$ cat src/rtl/vrsn_roll_sched.sv
// Version-rolling job scheduler: rolls a version bit field over NUM_CH midstate channels per round.
// Build with `define VRSN_ROLL_RESUME_EN to add the resume input (continue rolling after a find).

module vrsn_roll_lane #(
   parameter int K        = 0,
   parameter int ROLL_LSB = 13,
   parameter int ROLL_MSB = 28
) (
   input  logic [31:0]                  base_nat,
   input  logic [ROLL_MSB-ROLL_LSB+1:0] f,
   output logic                         en,
   output logic [31:0]                  vrsn
);
   localparam int W  = ROLL_MSB - ROLL_LSB + 1;
   localparam int W1 = W + 1;

   logic [W:0]  cand;
   logic [31:0] nat;

   // carry into bit W means the field would wrap, so the lane sits out
   assign cand = f + W1'(K);
   assign en   = ~cand[W];

   always_comb begin
      nat = base_nat;
      nat[ROLL_MSB:ROLL_LSB] = cand[W-1:0];
   end

   assign vrsn = en ? {nat[7:0], nat[15:8], nat[23:16], nat[31:24]} : 32'h0;
endmodule

module vrsn_roll_sched #(
   parameter int NUM_CH   = 3,
   parameter int ROLL_LSB = 13,
   parameter int ROLL_MSB = 28,
   parameter int CHW      = (NUM_CH > 1) ? $clog2(NUM_CH) : 1
) (
   input  logic                 clk,
   input  logic                 rst,
   input  logic                 hdr_load,
   input  logic [31:0]          base_vrsn,
   output logic                 ms_start,
   output logic [NUM_CH-1:0]    ms_ch_en,
   output logic [32*NUM_CH-1:0] ms_vrsn,
   input  logic [NUM_CH-1:0]    ms_done,
   output logic                 core_start,
   input  logic                 core_done,
   input  logic                 core_found,
   input  logic [CHW-1:0]       core_found_ch,
   output logic                 found_valid,
   output logic [31:0]          found_vrsn,
   output logic                 ovf_flg,
   output logic                 busy,
   output logic [31:0]          round_cnt
`ifdef VRSN_ROLL_RESUME_EN
   ,
   input  logic                 resume
`endif
);
   localparam int W  = ROLL_MSB - ROLL_LSB + 1;
   localparam int W1 = W + 1;

   typedef enum logic [2:0] {IDLE, GEN, MS_RUN, CORE_RUN, FOUND, OVF} state_t;
   state_t state, state_nxt;

   logic [31:0]             base_nat, load_nat, hit_vrsn;
   logic [W:0]              f;
   logic [NUM_CH-1:0]       lane_en;
   logic [NUM_CH-1:0][31:0] lane_vrsn, ms_vrsn_q;
   logic resume_go, ms_all_done, core_evt, hit;
   logic gen_go, start_ms, start_core, found_go, adv;

   assign load_nat = {base_vrsn[7:0], base_vrsn[15:8], base_vrsn[23:16], base_vrsn[31:24]};
   assign ms_vrsn  = ms_vrsn_q;

`ifdef VRSN_ROLL_RESUME_EN
   assign resume_go = resume;
`else
   assign resume_go = 1'b0;
`endif

   generate
      for (genvar k = 0; k < NUM_CH; k++) begin : g_lane
         vrsn_roll_lane #(.K(k), .ROLL_LSB(ROLL_LSB), .ROLL_MSB(ROLL_MSB)) u_lane (
            .base_nat (base_nat),
            .f        (f),
            .en       (lane_en[k]),
            .vrsn     (lane_vrsn[k])
         );
      end
   endgenerate

   // done levels seen during a launch pulse belong to the previous round
   assign ms_all_done = ~ms_start && ((ms_done & ms_ch_en) == ms_ch_en);
   assign core_evt    = core_done && ~core_start;

   always_comb begin
      hit      = 1'b0;
      hit_vrsn = 32'h0;
      for (int k = 0; k < NUM_CH; k++) begin
         if (core_found && (core_found_ch == CHW'(k)) && ms_ch_en[k]) begin
            hit      = 1'b1;
            hit_vrsn = ms_vrsn_q[k];
         end
      end
   end

   always_ff @(posedge clk) begin
      if (rst) state <= IDLE;
      else     state <= state_nxt;
   end

   always_comb begin
      state_nxt = state;
      if (hdr_load) state_nxt = GEN;
      else begin
         case (state)
            GEN:      state_nxt = (|lane_en) ? MS_RUN : OVF;
            MS_RUN:   if (ms_all_done) state_nxt = CORE_RUN;
            CORE_RUN: if (core_evt) state_nxt = hit ? FOUND : GEN;
            FOUND:    if (resume_go) state_nxt = GEN;
            default:  state_nxt = state;
         endcase
      end
   end

   always_comb begin
      busy       = (state == GEN) || (state == MS_RUN) || (state == CORE_RUN);
      gen_go     = (state == GEN) && ~hdr_load;
      start_ms   = gen_go && (|lane_en);
      start_core = (state == MS_RUN) && ms_all_done && ~hdr_load;
      found_go   = (state == CORE_RUN) && core_evt && hit && ~hdr_load;
      adv        = ~hdr_load && (((state == CORE_RUN) && core_evt && ~hit) ||
                                 ((state == FOUND) && resume_go));
   end

   always_ff @(posedge clk) begin
      if (rst) begin
         ms_start    <= 1'b0;
         core_start  <= 1'b0;
         ms_ch_en    <= '0;
         ms_vrsn_q   <= '0;
         found_valid <= 1'b0;
         found_vrsn  <= 32'h0;
         ovf_flg     <= 1'b0;
         round_cnt   <= 32'h0;
         base_nat    <= 32'h0;
         f           <= '0;
      end else begin
         ms_start   <= start_ms;
         core_start <= start_core;
         if (hdr_load) begin
            base_nat    <= load_nat;
            f           <= {1'b0, load_nat[ROLL_MSB:ROLL_LSB]};
            round_cnt   <= 32'h0;
            found_valid <= 1'b0;
            ovf_flg     <= 1'b0;
         end else begin
            if (gen_go) begin
               ms_ch_en  <= lane_en;
               ms_vrsn_q <= lane_vrsn;
               if (~|lane_en) ovf_flg <= 1'b1;
            end
            if (found_go) begin
               found_valid <= 1'b1;
               found_vrsn  <= hit_vrsn;
            end
            if (adv) begin
               f           <= f + W1'(NUM_CH);
               found_valid <= 1'b0;
               if (round_cnt != 32'hFFFF_FFFF) round_cnt <= round_cnt + 32'd1;
            end
         end
      end
   end
endmodule

$ cat config.mk
export PLATFORM = sky130hd
export DESIGN_NAME = vrsn_roll_sched
export DESIGN_NICKNAME = d
export VERILOG_FILES = /design/src/rtl/vrsn_roll_sched.sv
export SDC_FILE = /design/constraint.sdc
export NUM_CORES = 1
export LEC_CHECK = 0
export ABC_AREA = 1
export CAP_MARGIN = 20
export CORE_MARGIN = 5
export CORE_UTILIZATION = 52
export DETAILED_ROUTE_END_ITERATION = 10
export PLACE_DENSITY = 0.77
export REMOVE_ABC_BUFFERS = 1
export SLEW_MARGIN = 10
export SYNTH_ARGS = -nofsm -noshare
export SYNTH_HDL_FRONTEND = slang
export SYNTH_SLANG_ARGS = --single-unit
$ cat constraint.sdc
create_clock -name clk -period 2.35 [get_ports clk]
set_input_delay 0.47 -clock clk [delete_from_list [all_inputs] [get_ports clk]]
set_output_delay 0.47 -clock clk [all_outputs]
set_load 0.01 [all_outputs]
==> results.cfg, run 1 <==
[sta]
setup_viol_count_final = 0
grt_setup_unrepaired = no
fmax_mhz = 452
drv_slew = 0
skew_ns = 0.0150
tightest_slew_ns = 1.07
setup_ws_ns = 0.139
post-route-period-util_pct = 94.1
hold_viol_final = 0
period_needed_ns = 2.21
slew_headroom_pct = 28.5

[synth]
yosysSeqAreaShare_pct = 40.3
synth-xor-area-share_pct = 2.87
mappedNetlistArea_um2 = 10100
synth_top_family_by_area = simple AND/OR/NAND/NOR gates
synth.distinct_cells = 39
synth_seq_cells = 203
yosys.area.top_type = dfxtp_1
yosysWarningCount = 0
synth_simple_gate_area_share_pct = 33.8
synth_top_area_share_pct = 40.3
synth.area.mux_share_pct = 0.199
synth_compound_area_share_pct = 14.1
syn_avg_cell_area_um2 = 6.86
async_flop_share_pct = 0
synth_edf_count = 0
synth_ff_type = dfxtp_1
netlist_top_cells_area = dfxtp_1 (40%), nand2_1 (16%), a21oi_1 (7.7%), nand3_1 (6.1%), nor2_1 (5.3%)
netlist_instances = 1471
yosysMostFrequentCell = nand2_1
synth-adder-area-share_pct = 0.744
synthTopCellsByCount = nand2_1 (441), dfxtp_1 (203), a21oi_1 (155)

[routing]
drt-total-wl_um = 33300
drt-initial-drc-count = 870
wl_per_cell_um = 17.1
vias_per_cell = 5.43
firstDrtPassIters = 6
drc = 0
ant_nets = 0
vias = 10600

[clock_network]
cts.sinks = 203
holdBufCountCts = 0
numCtsBuffers = 23
clkLatencyLatePin_ns = 0.52
cts_tree = done
clk_path_buf_depth = 3
cts_htree_levels = 1
cts_root_buffer = clkbuf_16
clkTransAtPathRegs_ns = 0.06

[worst_setup_path]
cp.arrival_ns = 1.74
start_kind = flip-flop
crit_required_ns = 1.88
crit_start = state[1]$_SDFFE_PP0P_
cpPeakStageDelay_ns = 0.57
cp_max_fo = 5
crit_path_end_kind = output pin
worstSetupPathType = reg2out
r2r_start = f[0]$_SDFFE_PP0P_
path_cells = nand2_2, o21ai_2, clkdlybuf4s50_1
critPathSlowestCell = clkdlybuf4s50_1

[floorplanning]
die_w_um = 149
initial_core_util_pct = 52.3
num_rows = 51
die-area_um2 = 22300
die_h_um = 149
pin_count = 210
coreArea_um2 = 19300

[run_status]
status = finished, final reports clean

[power_and_ir_drop]
peakVddDrop_uv = 495
power_density_nw_per_um2 = 609
power_mw = 8.19
p_leak_nw = 4.90

[global_routing]
grt_pass1_vias = 9843
grt_pass1_wl_um = 52500
antenna_found_initial = 0
grt_max_degree = 64
grt-ovfl-total = 0
grt_usage_pct = 28.9

[finish]
nNetsFinal = 1720
diodes = 0
layout-drive-gt1-share_pct = 10.9
syn_to_final_growth_pct = 33.3

[placement]
port_buffers = 209
pre_cts_ws_ns = -0.256
gp_congestion = 0.945
hpwl_um = 22600

[hold_path]
min_from = rst
hp-class = in2reg

[job]
maxCapViolCount = 0
layout by cell type, fill, tap and decap left out, types with 8 or more instances in the layout:
cell type,n
clkbuf_16,23
clkbuf_8,8
dfxtp_1,202
nand2_1,439
nand3b_1,10
nand2_2,33
nor2_2,8
clkdlybuf4s50_1,208
a21oi_2,20
a21oi_1,155
xor2_1,30
o21ai_0,40
o21ai_1,17
o211ai_1,16
nand4_1,14
inv_1,87
buf_4,46
nand3_1,121
nor2_1,142
inv_2,8
worst max-delay path: cells and delay by family, from the launching register on:
kind            cells  cell delay, ns
compound gates      1            0.11
flops               1            0.41
buf+inv             1            0.57
simple gates        1            0.13
kinds of logic after synthesis:
logic type	Yosys count
AOI/OAI and AO/OA	257
xor gates and xnor gates	33
adders and majority gates	6
buffers and inverters	184
DFF	203
muxes	2
and+or+nand+nor	786
registers in the layout, summed over array words and instances (netlist names):
name and count:
core_start 1, round_cnt 32, found_valid 1, state 3, found_vrsn 32, ms_start 1
f 17, ms_ch_en 3, ovf_flg 1, base_nat 16, ms_vrsn 96
final timing paths:
check / slack [ns] / cells past startpoint / end
worst max register to register: 0.18 / 13 / ms_vrsn[43]$_SDFFE_PP0P_
worst min register to register: 0.46 / 2 / found_vrsn[7]$_SDFFE_PP0P_
worst max-delay path: 0.14 / 3 / busy
worst min-delay path: 0.33 / 2 / found_vrsn[2]$_SDFFE_PP0P_
per-stage QoR:
| stage | utilization, % | setup TNS [ns] | cell area, µm² | cells | hold WS [ns] |
|---|---|---|---|---|---|
| floorplan | - | -262.85 | 9660 | 1385 | 0.457 |
| global placement | 65.3 | -1.36 | 12600 | 1912 | 0.451 |
| detailed placement | 65.3 | -2.79 | 12600 | 1912 | 0.454 |
| CTS | 69.7 | 0 | 13400 | 1951 | 0.306 |
| global route | 69.8 | 0 | 13400 | 1951 | 0.317 |
| finish | 69.8 | 0 | 13400 | 1951 | 0.325 |
report_power, final:
group | internal [mW] | switching, mW | leakage (nW)
clock | 2.48 | 1.47 | 0.419
sequential | 3.52 | 0.0663 | 1.65
combinational | 0.269 | 0.395 | 2.83
total | 6.27 | 1.93 | 4.90
routing by layer:
layer	GRT usage [%]	share of wire [%]	vias to the layer above
met2	46.7	46	482
met4	7.28	2.3	0
met5	0	0	-
met1	40.4	43	4912
met3	4.74	9.0	59
li1	-	-	5138
area by class of cell:
class,instances,area (µm²)
repair buffers,262,2580
clock buffers,31,686
clock inverters,8,155
well taps,265,332
multi-input cells,1084,5250
fillers,1674,5830
inverters,98,374
flip-flops and latches,203,4070
repair_timing:
action / 4_1_cts / 5_1_grt
resized for setup: 2 / 5
buffers inserted: 0 / 0
endpoints found under the setup margin: 1 / 26
No activity file was read; power rests on OpenSTA's default activity.
==> inputs of run 2 (changes only) <==
- CORE_MARGIN: 5 -> 2
- CORE_UTILIZATION: 52 -> 40
- PLACE_DENSITY: 0.77 -> 0.61
==> run 2 against run 1 <==
Effect of this change: routed wire length up 1.5%; cell count up 3.6%; sequential power about the same; worst hold slack better by 0.078 ns; sequential share of layout area down 0.11 points; largest cell class unchanged; non-clock buffer count up 1; core utilization down 16 points.
==> results.cfg, run 2 (same netlist as run 1, synthesis figures left out) <==
[clock_network]
cts-resized-gates = 1
cts.sinks = 203
clk_path_buf_depth = 3
clkTransAtPathRegs_ns = 0.06
holdBufCountCts = 0
cts_root_buffer = clkbuf_16
clkLatencyLatePin_ns = 0.52
cts_htree_levels = 1
cts_tree = done
numCtsBuffers = 24
cts_setup_buffers = 0

[power_and_ir_drop]
power_mw = 7.99
peakVddDrop_uv = 451
p_leak_nw = 4.88
power_density_nw_per_um2 = 593

[worst_setup_path]
r2r-end = ms_vrsn[36]$_SDFFE_PP0P_
cp.arrival_ns = 2.61
crit_required_ns = 2.80
cp_max_fo = 8
crit_path_end_kind = flip-flop
start_kind = flip-flop
worstSetupPathType = reg2reg
reg2reg_slack_ns = 0.19
r2r_start = f[0]$_SDFFE_PP0P_
worst-r2r-cell-count = 13

[routing]
firstDrtPassIters = 6
drt-initial-drc-count = 826
ant_nets = 0
vias_per_cell = 5.12
drc = 0
vias = 10300
drt-total-wl_um = 33800
wl_per_cell_um = 16.7

[hold_path]
hold_end = base_nat[4]$_SDFFE_PP0P_
holdPathStages = 3
min_from = hdr_load
hp-class = in2reg

[global_routing]
grt_usage_pct = 25.3
grt_max_degree = 103
grt_pass1_wl_um = 53700
antenna_found_initial = 0
grt_pass1_vias = 9859
grt-ovfl-total = 0

[sta]
drv_slew = 0
fmax_mhz = 463
slew_headroom_pct = 38.8
hold_viol_final = 0
setup_viol_count_final = 0
tightest_slew_ns = 0.915
setup_ws_ns = 0.189
hold_slack_ns = 0.403
post-route-period-util_pct = 91.9
period_needed_ns = 2.16
skew_ns = 0.0166
tns_ns = 0

[floorplanning]
die_h_um = 163
num_rows = 58
pin_count = 210
die-area_um2 = 26500
coreArea_um2 = 25000
die_w_um = 163
initial_core_util_pct = 40.4

[placement]
port_buffers = 209
pre_cts_ws_ns = -0.144
dp.cells = 1978
gp_congestion = 0.981
hpwl_um = 23100
place_area_um2 = 12700

[finish]
fin_cells = 2021
nNetsFinal = 1722
layout_commonest_cell = nand2_1
diodes = 0
fin_util_pct = 54.0
syn_to_final_growth_pct = 33.8
largest_reg_flops = 96
layout_common_cells = nand2_1 (441), clkdlybuf4s50_1 (206), dfxtp_1 (203)
fill_cells = 2474
stdcell_area_um2 = 13500
layout-drive-gt1-share_pct = 10.8

[run_status]
status = finished, final reports clean

[job]
maxCapViolCount = 0
[run 2: cell count changes in the layout (fill, tap and decap cells not counted), moves of 2 or more]
cell | previous run | this run
bufinv_16 | 4 | 1
clkbuf_1 | 0 | 5
clkbuf_16 | 23 | 25
clkdlybuf4s50_1 | 208 | 206
nand2_1 | 439 | 441
nand2_2 | 33 | 31
[run 2: area by class of cell]
| class | instances | area [µm²] | share of cell area, % |
|---|---|---|---|
| multi-input cells | 1084 | 5250 | 38.9 |
| flip-flops and latches | 203 | 4060 | 30.1 |
| repair buffers | 263 | 2580 | 19.1 |
| clock buffers | 38 | 754 | 5.59 |
| well taps | 330 | 413 | 3.06 |
| inverters | 98 | 374 | 2.77 |
| clock inverters | 5 | 52.6 | 0.390 |
[run 2: where the power goes]
group / switching, mW / internal (mW)
registers: 0.0682 / 3.52
clock network: 1.46 / 2.30
logic: 0.392 / 0.262
[run 2: metal layers]
metal	track usage, %	part of all wire, %	vias up
met5	0	0	-
met4	8.97	3.3	0
met3	3.67	6.7	72
met2	43.6	48	347
met1	32.1	42	4778
li1	-	-	5148
[run 2: how the worst max path moves through the flow]
stage | start | cells after the start | to | slack, ns
after detailed placement | core_found_ch[0] | 9 | f[13]$_SDFFE_PP0P_ | -0.14
after global routing | f[0]$_SDFFE_PP0P_ | 13 | ms_vrsn[36]$_SDFFE_PP0P_ | -0.004
final | f[0]$_SDFFE_PP0P_ | 13 | ms_vrsn[36]$_SDFFE_PP0P_ | 0.19
after global placement | core_found_ch[0] | 9 | f[13]$_SDFFE_PP0P_ | -0.1
after floorplan | hdr_load | 7 | ms_vrsn[64]$_SDFFE_PP0P_ | -2.34
after CTS | f[0]$_SDFFE_PP0P_ | 12 | ms_vrsn[33]$_SDFFE_PP0P_ | 0.15
[run 2: critical path, stage by stage, from the launching register on]
cell,delay (ns)
dfxtp_1,0.36
ha_2,0.22
nand2_1,0.13
nor2_2,0.15
inv_1,0.08
nor2_1,0.12
nand2_1,0.07
ha_1,0.27
inv_1,0.06
nor2_4,0.15
inv_2,0.11
a21oi_1,0.15
nand3_1,0.09
a21oi_1,0.12
==> inputs of run 3 (changes only) <==
- MAX_ROUTING_LAYER: default -> met4
- clock period: 2.35 -> 2.6 ns (I/O delays scaled with it)
==> run 3 against run 2 <==
Effect of this change: power is 9.3% lower; routed wire length shrank 2.4%; worst setup slack got worse by 0.0021 ns; via count decreased by 1.9%; combinational power shrank 13%; flip-flop and latch count is the same; register-to-register slack improved by 0.10 ns; global-route usage is 0.087 points higher; highest routed layer unchanged; design area decreased by 1.2%.
==> results.cfg, run 3 (same netlist as run 1, synthesis figures left out) <==
[worst_setup_path]
worstSetupPathType = reg2out
cpPeakStageDelay_ns = 0.62
path_buf_inv = 1
cp_max_fo = 5
r2r-end = ms_vrsn[46]$_SDFFE_PP0P_
cp.arrival_ns = 1.89
worst-r2r-cell-count = 13
start_kind = flip-flop
critPathSlowestCell = clkdlybuf4s50_1
cp_top_family = buffers and inverters
r2r_start = f[5]$_SDFFE_PP0P_
path_cells = nand2_1, o21ai_1, clkdlybuf4s50_1
crit_start = state[1]$_SDFFE_PP0P_
crit_path_end_kind = output pin
crit_required_ns = 2.08
reg2reg_slack_ns = 0.29

[hold_path]
hp-class = in2reg
holdPathStages = 5
min_from = rst
hold_end = round_cnt[8]$_SDFFE_PP0P_

[clock_network]
clkTransAtPathRegs_ns = 0.06
cts.sinks = 203
cts_htree_levels = 1
cts_root_buffer = clkbuf_16
clkLatencyLatePin_ns = 0.52
cts_setup_buffers = 0
numCtsBuffers = 24
clk_path_buf_depth = 3
cts_tree = done

[sta]
period_needed_ns = 2.41
slew_headroom_pct = 38.7
hold_viol_final = 0
grt_setup_unrepaired = no
skew_ns = 0.0108
drv_slew = 0
post-route-period-util_pct = 92.8
hold_slack_ns = 0.461
setup_viol_count_final = 0
fmax_mhz = 414
tightest_slew_ns = 0.916

[finish]
nNetsFinal = 1706
largest_reg_flops = 96
syn_to_final_growth_pct = 32.2
fill_cells = 2462
layout_common_cells = nand2_1 (441), clkdlybuf4s50_1 (207), dfxtp_1 (203)
layout-drive-gt1-share_pct = 9.79
layout_commonest_cell = nand2_1
fin_util_pct = 53.4

[placement]
hpwl_um = 22800
gp_congestion = 0.963
port_buffers = 209

[routing]
drt-total-wl_um = 33000
ant_nets = 0
vias_per_cell = 5.06
vias = 10200
wl_per_cell_um = 16.5
drc = 0
drt-initial-drc-count = 716
firstDrtPassIters = 5

[power_and_ir_drop]
power_density_nw_per_um2 = 544
p_leak_nw = 4.78
peakVddDrop_uv = 352

[global_routing]
grt_pass1_vias = 9624
grt_max_degree = 79
grt_pass1_wl_um = 52400
antenna_found_initial = 0
grt-ovfl-total = 0
grt_usage_pct = 25.3

[floorplanning]
die-area_um2 = 26500
num_rows = 58
coreArea_um2 = 25000
die_w_um = 163
die_h_um = 163
pin_count = 210
initial_core_util_pct = 40.4

[job]
maxCapViolCount = 0

[run_status]
status = finished, final reports clean
[run 3: per-layer routing]
layer | wire length, µm | global-route usage (%) | vias to the layer above
met2 | 16100 | 43.4 | 309
met1 | 14200 | 31.1 | 4680
met5 | 0 | - | -
li1 | - | - | 5120
met4 | 668 | 7.44 | 0
met3 | 2070 | 3.57 | 44
[run 3: how the worst max path moves through the flow]
stage | to | cells past startpoint
floorplan | ms_vrsn[64]$_SDFFE_PP0P_ | 7
global placement | f[13]$_SDFFE_PP0P_ | 9
detailed placement | f[11]$_SDFFE_PP0P_ | 9
CTS | busy | 3
global route | ms_vrsn[46]$_SDFFE_PP0P_ | 13
finish | busy | 3
[run 3: what timing repair did]
item	CTS	global route
hold buffers	0	0
gates resized for setup	0	1
setup endpoints to repair	0	1
[run 3: cell type report]
class                           instances  area, µm²  share of cell area [%]
Multi-Input combinational cell       1084       5240                    39.3
Sequential cell                       203       4060                    30.5
Timing Repair Buffer                  247       2420                    18.1
Clock buffer                           40        772                    5.79
Tap cell                              330        413                    3.10
Inverter                               98        374                    2.81
Clock inverter                          4       47.5                   0.357
Antenna cell                            1       2.50                  0.0188
[run 3: per-stage QoR]
step	total power [mW]	cell area [µm²]	worst slack [ns]	setup TNS, ns	instances
after global routing	7.52	13300	0.0525	0	2006
after CTS	7.31	13300	0.136	0	2006
after global placement	3.88	12500	0.0855	0	1962
after floorplan	3.54	9660	-2.14	-226.23	1385
after detailed placement	3.88	12500	0.0515	0	1962
final	7.25	13300	0.187	0	2007
[run 3: power breakdown]
group | internal, mW | switching [mW] | total [mW]
clock | 2.11 | 1.33 | 3.44
combinational | 0.227 | 0.339 | 0.566
sequential | 3.18 | 0.0689 | 3.25
[run 3: worst register-to-register path: stages, from the launching register on]
cell and delay, ns:
dfxtp_1 0.46, nand2_2 0.15, inv_2 0.11, nand2_2 0.08, nor2_1 0.13, inv_1 0.10, nor2_1 0.13, nand2_1 0.08
ha_1 0.28, inv_1 0.04, nor2_2 0.16, buf_4 0.27, nand3_1 0.12, a21oi_1 0.13
